--- config.mk ---
export PLATFORM = sky130hd
export DESIGN_NAME = ql_al4s3b_cell_macro_flat
export DESIGN_NICKNAME = d
export VERILOG_FILES = /design/src/rtl/ql_al4s3b_cell_macro_pkg.sv /design/src/rtl/ql_al4s3b_cell_macro_if.sv /design/src/rtl/ql_al4s3b_cell_macro_clk_div.sv /design/src/rtl/ql_al4s3b_cell_macro.sv /design/src/flat_wrapper.sv
export SDC_FILE = /design/constraint.sdc
export NUM_CORES = 1
export LEC_CHECK = 0
export ABC_AREA = 1
export CAP_MARGIN = 10
export CORE_ASPECT_RATIO = 0.7
export CORE_MARGIN = 1
export CORE_UTILIZATION = 55
export DETAILED_ROUTE_END_ITERATION = 10
export PLACE_DENSITY = 0.71
export REMOVE_ABC_BUFFERS = 1
export SLEW_MARGIN = 20
export SYNTH_ARGS = -nofsm -noshare
export SYNTH_HDL_FRONTEND = slang
export SYNTH_SLANG_ARGS = --single-unit
export TNS_END_PERCENT = 10
--- constraint.sdc ---
create_clock -name clk -period 1.4 [get_ports clk]
set_input_delay 0.42 -clock clk [delete_from_list [all_inputs] [get_ports clk]]
set_output_delay 0.42 -clock clk [all_outputs]
set_load 0.1 [all_outputs]
--- src/rtl/ql_al4s3b_cell_macro_pkg.sv ---
// Shared constants and helpers for the fabric clock/reset dividers.
package ql_clk_pkg;

  localparam int DIV_W   = 8;
  localparam int DIV_MIN = 2;
  localparam int DIV_MAX = 256;

  // Length of the high phase: odd divisors get the extra reference cycle.
  function automatic int hi_len(input int div);
    return (div + 1) / 2;
  endfunction

endpackage

--- src/rtl/ql_al4s3b_cell_macro_if.sv ---
// Clock/reset service bundle handed from the cell macro to fabric user logic.
interface ql_al4s3b_cell_macro_if;
  logic Sys_Clk0;
  logic Sys_Clk0_Rst;
  logic Sys_Clk1;
  logic Sys_Clk1_Rst;
  logic clk_ready;

  modport master (output Sys_Clk0, Sys_Clk0_Rst, Sys_Clk1, Sys_Clk1_Rst, clk_ready);
  modport slave  (input  Sys_Clk0, Sys_Clk0_Rst, Sys_Clk1, Sys_Clk1_Rst, clk_ready);
endinterface

--- src/rtl/ql_al4s3b_cell_macro_clk_div.sv ---
// Integer clock divider with a stretched reset that releases on the falling
// edge of the RST_HOLD-th divided period.
module ql_clk_div
  import ql_clk_pkg::*;
#(
  parameter int DIV      = 4,
  parameter int RST_HOLD = 4
) (
  input  logic clk,
  input  logic rst_n,
  output logic clk_o,
  output logic rst_o
);

  localparam logic [DIV_W-1:0] LAST = DIV_W'(DIV - 1);
  localparam logic [DIV_W-1:0] HI   = DIV_W'(hi_len(DIV));
  localparam logic [DIV_W-1:0] HOLD = DIV_W'(RST_HOLD);

  logic [DIV_W-1:0] r_cnt;
  logic [DIV_W-1:0] r_rcnt;
  logic             r_clk;
  logic             r_rst;
  logic [DIV_W-1:0] w_nxt;
  logic             w_rise;
  logic             w_fall;

  assign w_nxt  = (r_cnt == LAST) ? '0 : r_cnt + 1'b1;
  // Edges at which the registered clock goes 0->1 and 1->0 respectively.
  assign w_rise = (r_cnt == '0);
  assign w_fall = (r_cnt == HI);

  always_ff @(posedge clk or negedge rst_n) begin
    if (!rst_n) begin
      r_cnt  <= '0;
      r_rcnt <= '0;
      r_clk  <= 1'b0;
      r_rst  <= 1'b1;
    end else begin
      r_cnt <= w_nxt;
      // Decode the pre-increment count so the clock rises on edge 1 after release.
      r_clk <= (r_cnt < HI);
      if (w_rise && (r_rcnt != HOLD))
        r_rcnt <= r_rcnt + 1'b1;
      if (w_fall && (r_rcnt == HOLD))
        r_rst <= 1'b0;
    end
  end

  assign clk_o = r_clk;
  assign rst_o = r_rst;

endmodule

--- src/rtl/ql_al4s3b_cell_macro.sv ---
// EOS S3 fabric cell macro clock/reset service: Sys_Clk0 always, Sys_Clk1
// only when SYS_CLK1_EN is defined (otherwise tied off).
module ql_al4s3b_cell_macro
  import ql_clk_pkg::*;
#(
  parameter int DIV0     = 4,
  parameter int DIV1     = 8,
  parameter int RST_HOLD = 4
) (
  input  logic                        clk,
  input  logic                        rst_n,
  ql_al4s3b_cell_macro_if.master      bus
);

  if (DIV0 < DIV_MIN || DIV0 > DIV_MAX) begin : g_bad_div0
    $error("DIV0 out of range 2..256");
  end
  if (DIV1 < DIV_MIN || DIV1 > DIV_MAX) begin : g_bad_div1
    $error("DIV1 out of range 2..256");
  end
  if (RST_HOLD < 1 || RST_HOLD > 255) begin : g_bad_hold
    $error("RST_HOLD out of range 1..255");
  end

  logic w_clk0;
  logic w_rst0;

  ql_clk_div #(.DIV(DIV0), .RST_HOLD(RST_HOLD)) u_div0 (
    .clk   (clk),
    .rst_n (rst_n),
    .clk_o (w_clk0),
    .rst_o (w_rst0)
  );

  assign bus.Sys_Clk0     = w_clk0;
  assign bus.Sys_Clk0_Rst = w_rst0;
  assign bus.clk_ready    = ~w_rst0;

`ifdef SYS_CLK1_EN
  logic w_clk1;
  logic w_rst1;

  ql_clk_div #(.DIV(DIV1), .RST_HOLD(RST_HOLD)) u_div1 (
    .clk   (clk),
    .rst_n (rst_n),
    .clk_o (w_clk1),
    .rst_o (w_rst1)
  );

  assign bus.Sys_Clk1     = w_clk1;
  assign bus.Sys_Clk1_Rst = w_rst1;
`else
  assign bus.Sys_Clk1     = 1'b0;
  assign bus.Sys_Clk1_Rst = 1'b1;
`endif

endmodule

--- src/flat_wrapper.sv ---
// flat-port wrapper written by rule: the top's interface ports become plain ports
module ql_al4s3b_cell_macro_flat import ql_clk_pkg::*;
#(
  parameter int DIV0     = 4,
  parameter int DIV1     = 8,
  parameter int RST_HOLD = 4
)
  (clk, rst_n, bus_Sys_Clk0, bus_Sys_Clk0_Rst, bus_Sys_Clk1, bus_Sys_Clk1_Rst, bus_clk_ready);
  ql_al4s3b_cell_macro_if bus_i ();
  input  logic clk;
  input  logic rst_n;
  output wire logic [$bits(bus_i.Sys_Clk0)-1:0] bus_Sys_Clk0;
  output wire logic [$bits(bus_i.Sys_Clk0_Rst)-1:0] bus_Sys_Clk0_Rst;
  output wire logic [$bits(bus_i.Sys_Clk1)-1:0] bus_Sys_Clk1;
  output wire logic [$bits(bus_i.Sys_Clk1_Rst)-1:0] bus_Sys_Clk1_Rst;
  output wire logic [$bits(bus_i.clk_ready)-1:0] bus_clk_ready;
  assign bus_Sys_Clk0 = bus_i.Sys_Clk0;
  assign bus_Sys_Clk0_Rst = bus_i.Sys_Clk0_Rst;
  assign bus_Sys_Clk1 = bus_i.Sys_Clk1;
  assign bus_Sys_Clk1_Rst = bus_i.Sys_Clk1_Rst;
  assign bus_clk_ready = bus_i.clk_ready;
  ql_al4s3b_cell_macro #(.DIV0(DIV0), .DIV1(DIV1), .RST_HOLD(RST_HOLD)) u_core (.clk(clk), .rst_n(rst_n), .bus(bus_i));
endmodule
# --- Yosys cells after proc, flatten, opt, wreduce, memory -nomap -nowiden ---
# Cells that the tools add are included.
# Widths: inputs -> output; s select.
word_totals:
  register_bits: 18
  latchBits: 0
  ramBits: 0
  rom_bits: 0
  in_bits: 2
  elab_cells: 16
  memories: 0
op_classes:
  n_addsub: 2
  multipliers: 0
  div_mod_pow: 0
  order_cmp: 1
  eq_ne: 4
  shifts: 0
  n_mux: 1
  n_bitwise: 1
  n_reduce_logical: 3
op_table:
  columns: ["operator", "count"]
  rows:
  - ["$add 8x1->8 const B", 2]
  - ["$eq 8x2->1 const B", 2]
  - ["$eq 8x3->1 const B", 1]
  - ["$logic_not 8->1", 1]
  - ["$lt 8x2->1 const B", 1]
  - ["$mux 8", 1]
  - ["$ne 8x3->1 const B", 1]
  - ["$logic_and 1x1->1", 2]
  - ["$not 1->1", 1]

# --- Longest topological paths before layout ---
# Gate-level depths: netlist of run 1.
logic_depth:
  ltp_word: 2
  depth_mapped: 8
  depth_no_buf: 8

# --- Hierarchy ---
# From an unflattened synthesis of run 1, not the netlist that was laid out.
unflattened:
  cells_unflattened: 145
  area_unflattened_um2: 1108.6
by_module_without_submodules:
  columns: ["module", "n_inst", "cells_per_inst", "area_each_um2", "seq_area_each_um2"]
  rows:
  - ["ql_clk_div", 1, 140, 1082.3, 451.7]
  - ["ql_al4s3b_cell_macro", 1, 5, 26.3, 0.0]

# --- Worst setup path after synthesis of run 1 ---
# No wires, ideal clock.
synth_timing:
  kind: "reg2out"
  startpoint: "register u_core.u_div0.r_rst (netlist: u_core.u_div0.rst_o)"
  endpoint: "output bus_clk_ready"
  arrival_time_ps: 1374
  required_time_ps: 980
  setup_slack_ps: -394
  path_stages_with_launch: 2
  n_path_buf: 0
  cell_sequence: "dfstp_2 inv_1"
synth_via:
  elab_chain_cells: 1
synth_rtl:
  columns: ["item", "line", "source"]
  rows:
  - ["start, declared", "ql_al4s3b_cell_macro_clk_div.sv:22", "logic r_rst;"]
  - ["start signal, assigned", "ql_al4s3b_cell_macro_clk_div.sv:37", "r_rst <= 1'b1;"]
  - ["start signal, assigned", "ql_al4s3b_cell_macro_clk_div.sv:45", "r_rst <= 1'b0;"]
  - ["$not 1->1", "ql_al4s3b_cell_macro.sv:37", "assign bus.clk_ready = ~w_rst0;"]
  - ["end, declared", "flat_wrapper.sv:16", "output wire logic [$bits(bus_i.clk_ready)-1:0] bus_clk_ready;"]
# Every way passes these cells.

# --- Final worst setup path of run 1 ---
# Same ends and word-level chain as after synthesis.

==> summary.txt, run 1 <==
Run status
  – Status: finished with violations
  – Failing checks: negative setup slack

Die
  – Initial Utilization: 0.590
  – Cell Rows: 13
  – Die Y: just under 40 um
  – Die Area: 2190 sq um
  – Die width: 55.5 um
  – # IOs: 7
  – Core Area: ~1900 sq um

Clocking
  – Clock transition at path regs: ~90 ps
  – H-tree Lvls: 1
  – Clk buf depth: 2
  – CTS tree: yes
  – Clk Latency, worst-skew pair: 300 ps
  – CTS Sinks: 18
  – Clock root buffer: clkbuf_4
  – Total CTS buffers: 3
  – CTS Hold Bufs: 0

Worst setup path
  – Critical Path AT: 1090 ps
  – Critical Path Fanout Max: 2
  – R2r endpoint: u_core.u_div0.r_rcnt[7]
  – Critical Path RT: around 980 ps
  – R2R depth: 7
  – Kind of critical path: reg -> out
  – R2r setup slk: 110 ps
  – Critical Path Start Type: flip-flop
  – Reg2reg start: u_core.u_div0.r_rcnt[0]
  – CP endpoint kind: output port

STA
  – Final setup viols: 2
  – Min Tclk post-route: between 1500 and 2000 ps
  – Hold Fails Final Rpt: 0
  – Max Clk Rate: about 0.66 GHz
  – Final hold slack: roughly 430 ps
  – Fin crit share: 1.08
  – Post-Route Skew: about 4.0 ps
  – RSZ-0062 raised after global routing: yes
  – Final Max Slew Viols: 0
  – Final worst-path setup slack: -106 ps

Drt
  – Vias per cell: ~4.8
  – Drt total wl: just under 2000 um
  – DRC marker count from the first detailed-route iteration: 33
  – DRC: 0
  – Vias: ~840
  – First drt pass iteration count: 4
  – WL/cell: around 11 um
  – Final ANT Viol Nets: 0

Logic synthesis
  – Mapped cell area: between 1000 and 1500 sq um
  – Synth Area per Inst: 7.72 sq um
  – FF+latch count, synth: 18
  – Yosys warns: 0
  – Post-synthesis cell type count: 24
  – Sequential area share after synthesis: 0.409
  – Gate Count Post-Synth: roughly 140

Power and ir drop
  – Leakage power: ~0.69 nW
  – Power density over cell area: 663 nW/um^2
  – Max IR drop VDD: around 0.58 mV

Cells and area
  – Antenna cell count: 0
  – Finished Cell Area: 1250 sq um
  – Share of cells above drive strength 1: 0.209
  – Fin nets: about 160
  – Synthesis-to-finish area growth: 13.3%

Global routing
  – Global-route wire length before repair: about 3100 um
  – Grt ovf: 0
  – GRT Total Usage: 0.199
  – Largest net degree at the start of global routing: 19
  – Number of antenna violations at the first check in global routing: 0
  – Via count of the first global-routing pass: 695

Place
  – GP Congestion: approximately 0.77
  – I/O Buffers: 4
  – Post-Place Cell Area: approximately 1200 sq um
  – Post-DP HPWL: about 1500 um

Worst hold path
  – Hold Crit Class: in -> async

Job
  – Max-cap violations: 0
## power breakdown
group,switching (mW),internal [mW],total (mW)
Clock,0.161,0.111,0.272
Sequential,0,0.520,0.520
Combinational,0.0329,0.00427,0.0372
## cell type report
type / instances / area, sq um
sequential: 18 / 452
multi-input combinational: 103 / 566
timing repair buffer: 9 / 108
inverter: 19 / 71.3
clock buffer: 4 / 26.3
tap: 22 / 27.5
fill: 166 / 621
## cell usage after synthesis
cell      number  area share
nand2_1       51        0.17
dfrtp_1       17        0.39
inv_1         14       0.048
nor2_1        12       0.041
ha_1           6       0.068
xor2_1         6       0.048
nor2_2         5       0.028
inv_2          4       0.014
nand3_1        4       0.018
buf_4          3       0.020
nand2_2        3       0.017
conb_1         2      0.0068
nand4_1        2       0.011
nor3_1         2      0.0091
nor3_2         2       0.018
xnor2_1        2       0.016
a21oi_1        1      0.0045
clkinv_1       1      0.0034
dfstp_2        1       0.024
nand3_2        1      0.0091
nor2_4         1       0.010
nor2_8         1       0.018
o21ai_0        1      0.0045
o21ai_1        1      0.0045
## layout by cell type (no fill, tap or decap), drive strengths merged
cell and instances:
nand2 54, nor2 19, inv 18, dfrtp 17, buf 8, xor2 6, ha 6, nand3 5
clkbuf 4, nor3 4, nand4 2, xnor2 2, conb 2, o21ai 2, clkinv 1, a21oi 1
clkdlybuf4s50 1, dfstp 1
## state kept, by name (all words and copies together) (netlist names)
name	cells
u_core.u_div0.clk_o	1
u_core.u_div0.rst_o	1
u_core.u_div0.r_rcnt	8
u_core.u_div0.r_cnt	8
## metrics by stage
stage / power, mW / cells / utilization / TNS [ps] / worst slack [ps]
floorplan: 0.553 / 140 / - / -708 / -394
global placement: 0.568 / 169 / 0.642 / 0 / 157
CTS: 0.842 / 174 / 0.660 / -178 / -108
global route: 0.863 / 175 / 0.668 / -232 / -139
detailed placement: 0.568 / 169 / 0.642 / 0 / 122
finish: 0.829 / 175 / 0.668 / -169 / -106
## layer usage
metal	wire length (um)	GRT usage	part of all wire	vias up
li1	-	-	-	447
met5	0	0	0	-
met1	965	0.283	0.50	368
met3	98	0.0693	0.050	2
met2	878	0.292	0.45	18
met4	2	0.0375	0.0010	0
## kinds of logic after synthesis
kind of cell               synth area share
adders and majority gates            0.0680
other                               0.00681
AOI/OAI and AO/OA                    0.0136
and+or+nand+nor                       0.354
buffers and inverters                0.0850
xor gates and xnor gates             0.0635
DFF                                   0.409
## worst max-delay path, stage by stage, from the launching register on
cell and delay (ps):
dfstp_2 570, inv_2 60, buf_12 160
## how the worst max path moves through the flow
stage	startpoint	depth (start not counted)	slack [ps]	end
3_3_place_gp	u_core.u_div0.r_rcnt[0]	7	160	u_core.u_div0.r_rcnt[7]
5_1_grt	u_core.u_div0.rst_o	2	-140	bus_clk_ready
6_report	u_core.u_div0.rst_o	2	-110	bus_clk_ready
4_1_cts	u_core.u_div0.rst_o	2	-110	bus_clk_ready
2_1_floorplan	u_core.u_div0.rst_o	1	-390	bus_clk_ready
3_5_place_dp	u_core.u_div0.r_rcnt[0]	7	120	u_core.u_div0.r_rcnt[7]
## what timing repair did
action / in CTS / in global routing
gates resized for setup: 1 / 3
setup endpoints to repair: 2 / 5
buffers inserted: 1 / 1
(Power assumes the default switching activity.)
==> run 2: changes to the inputs <==
--- a/config.mk
+++ b/config.mk
@@ -6,11 +6,9 @@
 export NUM_CORES = 1
 export LEC_CHECK = 0
-export ABC_AREA = 1
 export CAP_MARGIN = 10
-export CORE_ASPECT_RATIO = 0.7
 export CORE_MARGIN = 1
 export CORE_UTILIZATION = 55
 export DETAILED_ROUTE_END_ITERATION = 10
-export PLACE_DENSITY = 0.71
+export PLACE_DENSITY = 0.72
 export REMOVE_ABC_BUFFERS = 1
 export SLEW_MARGIN = 20
@@ -18,3 +16,3 @@
 export SYNTH_HDL_FRONTEND = slang
 export SYNTH_SLANG_ARGS = --single-unit
-export TNS_END_PERCENT = 10
+export TNS_END_PERCENT = 5
==> constraint.sdc (replaced) <==
create_clock -name clk -period 1.4 [get_ports clk]
set_input_delay 0.42 -clock clk [delete_from_list [all_inputs] [get_ports clk]]
set_output_delay 0.42 -clock clk [all_outputs]
set_load 0.05 [all_outputs]
==> run 2 against run 1 <==
  * The run still ends with negative setup slack left
  * Clock skew down 2.9 ps
  * Worst setup slack better by 4.2 ps
  * Non-clock buffer count up 20
  * Via count down 25%
  * Critical endpoint unchanged
  * Largest power group unchanged
==> summary.txt, run 2 <==
Run status
  – Status: finished with violations
  – Failing checks: negative setup slack

STA
  – Min Tclk post-route: 1500 ps
  – Final hold slack: 456 ps
  – Setup TNS: -376 ps
  – Final worst-path setup slack: -102 ps
  – RSZ-0062 raised after global routing: yes
  – Fin crit share: 1.07
  – Hold Fails Final Rpt: 0
  – Final setup viols: 8
  – Final Max Slew Viols: 0
  – Max Clk Rate: about 0.67 GHz
  – Post-Route Skew: 1.05 ps

Drt
  – DRC: 0
  – DRC marker count from the first detailed-route iteration: 6
  – Vias: between 600 and 700
  – WL/cell: between 10 and 15 um
  – Drt total wl: between 1500 and 2000 um
  – Vias per cell: slightly above 5
  – First drt pass iteration count: 3
  – Final ANT Viol Nets: 0

Worst hold path
  – Hold Crit Class: in -> async

Worst setup path
  – Critical Path RT: a little under 1000 ps
  – Kind of critical path: reg -> out
  – Slowest-stage cell, CP: dfstp_2
  – CP endpoint kind: output port
  – Critical path's top delay family: flip-flops
  – Worst stage delay on the critical path: 590 ps
  – Critical Path Start Type: flip-flop
  – Critical Path Fanout Max: 2
  – Critical Path AT: about 1100 ps
  – Worst-path cell chain: inv_2 > buf_8
  – Worst path buffer plus inverter count: 2

Clocking
  – Total CTS buffers: 3
  – CTS Hold Bufs: 0
  – CTS Sinks: 18
  – Clk buf depth: 2
  – Clock transition at path regs: 100 ps
  – Clock root buffer: clkbuf_4
  – Clk Latency, worst-skew pair: 290 ps
  – CTS tree: yes
  – H-tree Lvls: 1

Cells and area
  – Fin nets: about 120
  – Share of cells above drive strength 1: 0.407
  – Most frequent cells in the layout: buf_4, dfrtp_1, xnor2_1, nand3_1, ha_1
  – Commonest non-fill, non-tap cell in the layout: buf_4
  – Largest registers: u_core.u_div0.r_cnt (8), u_core.u_div0.r_rcnt (8)
  – Antenna cell count: 0
  – Synthesis-to-finish area growth: 33.1%
  – Layout Utilization: 0.790

Logic synthesis
  – Post-synthesis cell type count: 24
  – Most numerous cell in the Yosys netlist: dfrtp_1
  – Mapped cell area: a little over 900 sq um
  – EDFF count, synth: 0
  – Gate Count Post-Synth: 78
  – Most used DFF post-synth: dfrtp_1
  – Synth Area per Inst: between 10 and 15 sq um
  – Simple-gate portion of the synthesized area: 0.195
  – FF+latch count, synth: 18
  – Top post-synthesis cells by area: dfrtp_1, xnor2_1, ha_1, nand3_1, dfstp_2
  – Synth Area in Compound Gates: 0.0180
  – Adder-Cell Fraction of Synth Area: 0.0830
  – Yosys warns: 0
  – Sequential area share after synthesis: 0.499
  – Post-synth top cells: dfrtp_1, xnor2_1, ha_1, inv_1, nand3_1
  – XOR/XNOR Fraction of Synth Area: 0.126
  – Yosys top cell by area: dfrtp_1
  – Mux contribution to synthesized area: 0.0166
  – Top-area cell type share of the netlist area: 0.470
  – FFs w/ async S/R, synth: 1.00
  – Largest family of logic cells by synthesized area: simple AND/OR/NAND/NOR gates

Power and ir drop
  – Total power: approximately 870 uW
  – Max IR drop VDD: roughly 0.62 mV
  – Leakage power: roughly 0.62 nW
  – Power density over cell area: between 700 and 800 nW/um^2

Die
  – Die Y: roughly 43 um
  – Cell Rows: 14
  – Die Area: roughly 1800 sq um
  – # IOs: 7
  – Die width: ~43 um
  – Initial Utilization: 0.594
  – Core Area: approximately 1500 sq um

Place
  – GP Congestion: around 0.83
  – I/O Buffers: 4
  – Post-DP HPWL: about 1300 um

Global routing
  – Via count of the first global-routing pass: 672
  – Grt ovf: 0
  – Largest net degree at the start of global routing: 19
  – Global-route wire length before repair: around 3100 um
  – GRT Total Usage: 0.230
  – Number of antenna violations at the first check in global routing: 0

Job
  – Max-cap violations: 0
-- run 2: changes by cell type in the layout (fill, tap and decap cells not counted), moves of 4 or more --
cell | previous run | this run
nand2_1 | 51 | 1
nor2_2 | 5 | 0
buf_4 | 5 | 25
nor2_1 | 12 | 4
inv_2 | 6 | 2
inv_1 | 12 | 4
xnor2_1 | 2 | 10
-- run 2: repair_timing --
action | in CTS | in global routing
pin swaps | 5 | 0
resized for setup | 5 | 2
buffers inserted | 4 | 0
setup endpoints to repair | 9 | 10
hold endpoints to repair | 0 | 0
gates cloned | 0 | 0
-- run 2: cell families after synthesis --
logic type | after synthesis
AOI/OAI and AO/OA | 3
xor gates and xnor gates | 13
adders and majority gates | 6
buffers and inverters | 9
DFF | 18
muxes | 1
other | 2
and+or+nand+nor | 26
-- run 2: metal layers --
metal | vias to the layer above | GRT usage | share of wire
met4 | 0 | 0.0875 | 0.017
li1 | 317 | - | -
met5 | - | 0 | 0
met3 | 4 | 0.0302 | 0.017
met1 | 299 | 0.323 | 0.51
met2 | 10 | 0.363 | 0.46
-- run 2: cell type report --
| type | count | area (sq um) |
|---|---|---|
| sequential | 18 | 452 |
| multi-input combinational | 51 | 420 |
| fill | 92 | 320 |
| timing repair buffer | 29 | 253 |
| clock buffer | 4 | 36.3 |
| inverter | 6 | 22.5 |
| tap | 16 | 20.0 |
-- run 2: stage by stage --
| stage | cells | setup slack [ps] | area [sq um] |
|---|---|---|---|
| 5_1_grt | 124 | -185 | 1200 |
| 6_report | 124 | -102 | 1200 |
| 4_1_cts | 124 | -98.6 | 1200 |
| 3_3_place_gp | 116 | -79.1 | 1110 |
| 2_1_floorplan | 75 | -168 | 878 |
| 3_5_place_dp | 116 | -147 | 1110 |
-- run 2: path summary, 6_finish.rpt --
kind | from | end | slack, ps | cells after the start
worst max-delay path | u_core.u_div0.rst_o | bus_clk_ready | -100 | 2
worst min-delay path | rst_n | u_core.u_div0.r_cnt[7] | 460 | 2
worst max register to register | u_core.u_div0.r_rcnt[0] | u_core.u_div0.r_rcnt[1] | -80 | 6
worst min register to register | u_core.u_div0.r_cnt[7] | u_core.u_div0.r_cnt[7] | 500 | 1
max in group asynchronous | rst_n | u_core.u_div0.rst_o | 690 | 2
min in group clk | u_core.u_div0.r_cnt[7] | u_core.u_div0.r_cnt[7] | 500 | 1
-- run 2: power breakdown --
group	total [mW]	switching [mW]	internal, mW	leakage [nW]
combinational	0.0262	0.0219	0.00429	0.362
clock	0.320	0.161	0.159	0.0210
sequential	0.520	0	0.520	0.233
-- run 2: worst reg2reg max path: cells and delay by family, from the launching register on --
kind          cells  cell delay [ps]
simple gates      3              480
flops             1              390
mux               1              280
fa+ha+maj         1              150
buf+inv           1               80
==> run 3: changes to the inputs <==
Settings changed: SKIP_LAST_GASP from default to 1.
==> run 3 against run 2 <==
  * The run still ends with negative setup slack left
  * Cell area down 0.62%
  * Non-clock buffer count unchanged
  * Routed wire length down 0.24%
  * Via count down 0.32%
  * Power up 0.22%
  * Sequential share of layout area up 0.24 points
  * Clock power about the same
  * Core utilization down 0.49 points
  * Combinational power about the same
  * Sequential cell count unchanged
  * Hold slack worse by 2.6 ps
  * Critical path type unchanged
==> summary.txt, run 3 (same netlist as run 2, synthesis figures left out) <==
Run status
  – Status: finished with violations
  – Failing checks: negative setup slack

Drt
  – Vias per cell: about 5.1
  – DRT met1 WL: between 800 and 900 um
  – Top layer in use: met4
  – First drt pass iteration count: 3
  – WL/cell: between 10 and 15 um
  – Final ANT Viol Nets: 0
  – DRC marker count from the first detailed-route iteration: 4
  – Metal3 WL: ~34 um
  – DRC: 0
  – Drt total wl: 1690 um
  – Met2 Wirelength: 779 um
  – Vias: approximately 630

Worst setup path
  – Critical path origin: u_core.u_div0.rst_o
  – Reg2reg start: u_core.u_div0.r_rcnt[0]
  – Worst path buffer plus inverter count: 2
  – CP endpoint kind: output port
  – Critical Path RT: roughly 980 ps
  – Kind of critical path: reg -> out
  – Critical Path Start Type: flip-flop
  – CP endpoint: bus_clk_ready
  – Slowest-stage cell, CP: dfstp_2
  – Worst stage delay on the critical path: about 590 ps
  – R2r setup slk: -80 ps
  – Critical path's top delay family: flip-flops
  – Critical Path Fanout Max: 2
  – Levels on crit path: 2
  – R2r endpoint: u_core.u_div0.r_rcnt[1]
  – R2R depth: 6
  – Worst-path cell chain: inv_2 > buf_8
  – Critical Path AT: roughly 1100 ps

STA
  – Final Max Slew Viols: 0
  – Final worst-path setup slack: -104 ps
  – Hold Fails Final Rpt: 0
  – Min Tclk post-route: roughly 1500 ps
  – Final hold slack: between 400 and 500 ps
  – RSZ-0062 raised after global routing: yes
  – Max Clk Rate: 0.665 GHz
  – Fin crit share: 1.07
  – Post-Route Skew: ~0.56 ps
  – Final setup viols: 8

Die
  – Initial Utilization: 0.594
  – Core Area: 1520 sq um
  – Die Y: 42.6 um
  – Die width: around 43 um
  – # IOs: 7
  – Die Area: ~1800 sq um
  – Cell Rows: 14

Place
  – Post-DP HPWL: between 1000 and 1500 um
  – GP Congestion: 0.828
  – I/O Buffers: 4
  – Dpl ws: -147 ps
  – Post-Place Cell Area: roughly 1100 sq um

Cells and area
  – Antenna cell count: 0
  – Fin nets: ~120
  – Share of cells above drive strength 1: 0.389
  – Layout Utilization: 0.785
  – Largest registers: u_core.u_div0.r_cnt (8), u_core.u_div0.r_rcnt (8)
  – Commonest non-fill, non-tap cell in the layout: buf_4
  – Fill cell count: slightly above 90
  – Register area: approximately 450 sq um
  – Synthesis-to-finish area growth: 32.2%
  – Most frequent cells in the layout: buf_4, dfrtp_1, xnor2_1, nand3_1, ha_1
  – Area of the multi-input gates: approximately 410 sq um
  – Finished Cell Area: 1200 sq um

Power and ir drop
  – Leakage power: about 0.62 nW
  – Power density over cell area: 725 nW/um^2
  – Max IR drop VDD: 0.614 mV
  – Total power: between 800 and 900 uW

Global routing
  – Number of antenna violations at the first check in global routing: 0
  – GRT Total Usage: 0.228
  – Via count of the first global-routing pass: 673
  – Largest net degree at the start of global routing: 19
  – Global-route wire length before repair: approximately 3000 um
  – Grt ovf: 0

Clocking
  – Clock root buffer: clkbuf_4
  – H-tree Lvls: 1
  – Clk Latency, worst-skew pair: ~300 ps
  – CTS tree: yes
  – Clock transition at path regs: ~100 ps
  – Clk buf depth: 2
  – Total CTS buffers: 3
  – CTS Sinks: 18
  – CTS Hold Bufs: 0

Worst hold path
  – Hold Crit Class: in -> async

Job
  – Max-cap violations: 0
## run 3: cell types whose count changed in the layout (fill, tap and decap cells not counted)
cell	previous run	this run
and3_4	2	1
and3_1	2	3
ha_1	5	6
ha_2	1	0
## run 3: how the worst min path moves through the flow
| stage | slack (ps) | from | cells after the start | endpoint |
|---|---|---|---|---|
| after global placement | 470 | u_core.u_div0.r_cnt[7] | 1 | u_core.u_div0.r_cnt[7] |
| after global routing | 470 | rst_n | 2 | u_core.u_div0.r_rcnt[6] |
| final | 450 | rst_n | 2 | u_core.u_div0.r_cnt[7] |
| after CTS | 460 | rst_n | 2 | u_core.u_div0.r_cnt[7] |
| after detailed placement | 490 | u_core.u_div0.r_cnt[7] | 1 | u_core.u_div0.r_cnt[7] |
| after floorplan | 120 | rst_n | 0 | u_core.u_div0.clk_o |
## run 3: timing repair
| action | CTS | global route |
|---|---|---|
| buffers inserted | 4 | 0 |
| pin swaps | 2 | 0 |
| setup endpoints to repair | 9 | 10 |
| gates resized for setup | 5 | 0 |
## run 3: cell type report
class,instances,share of cell area
repair buffers,29,0.211
well taps,16,0.0167
multi-input cells,51,0.345
flip-flops and latches,18,0.378
inverters,6,0.0188
clock buffers,4,0.0303
## run 3: stage by stage
| step | instances | setup TNS (ps) |
|---|---|---|
| after floorplan | 75 | -168 |
| after global placement | 116 | -143 |
| after detailed placement | 116 | -332 |
| after CTS | 124 | -435 |
| after global routing | 124 | -1390 |
| final | 124 | -372 |
## run 3: power by group
part | internal, mW | switching (mW) | total, mW
Sequential | 0.520 | 0 | 0.520
Combinational | 0.00429 | 0.0219 | 0.0262
Clock | 0.159 | 0.163 | 0.322
## run 3: metal layers
metal  vias to the layer above  GRT usage
met5                         -          0
met4                         0     0.0875
met3                         4     0.0302
met2                        10      0.363
met1                       297      0.317
li1                        317          -
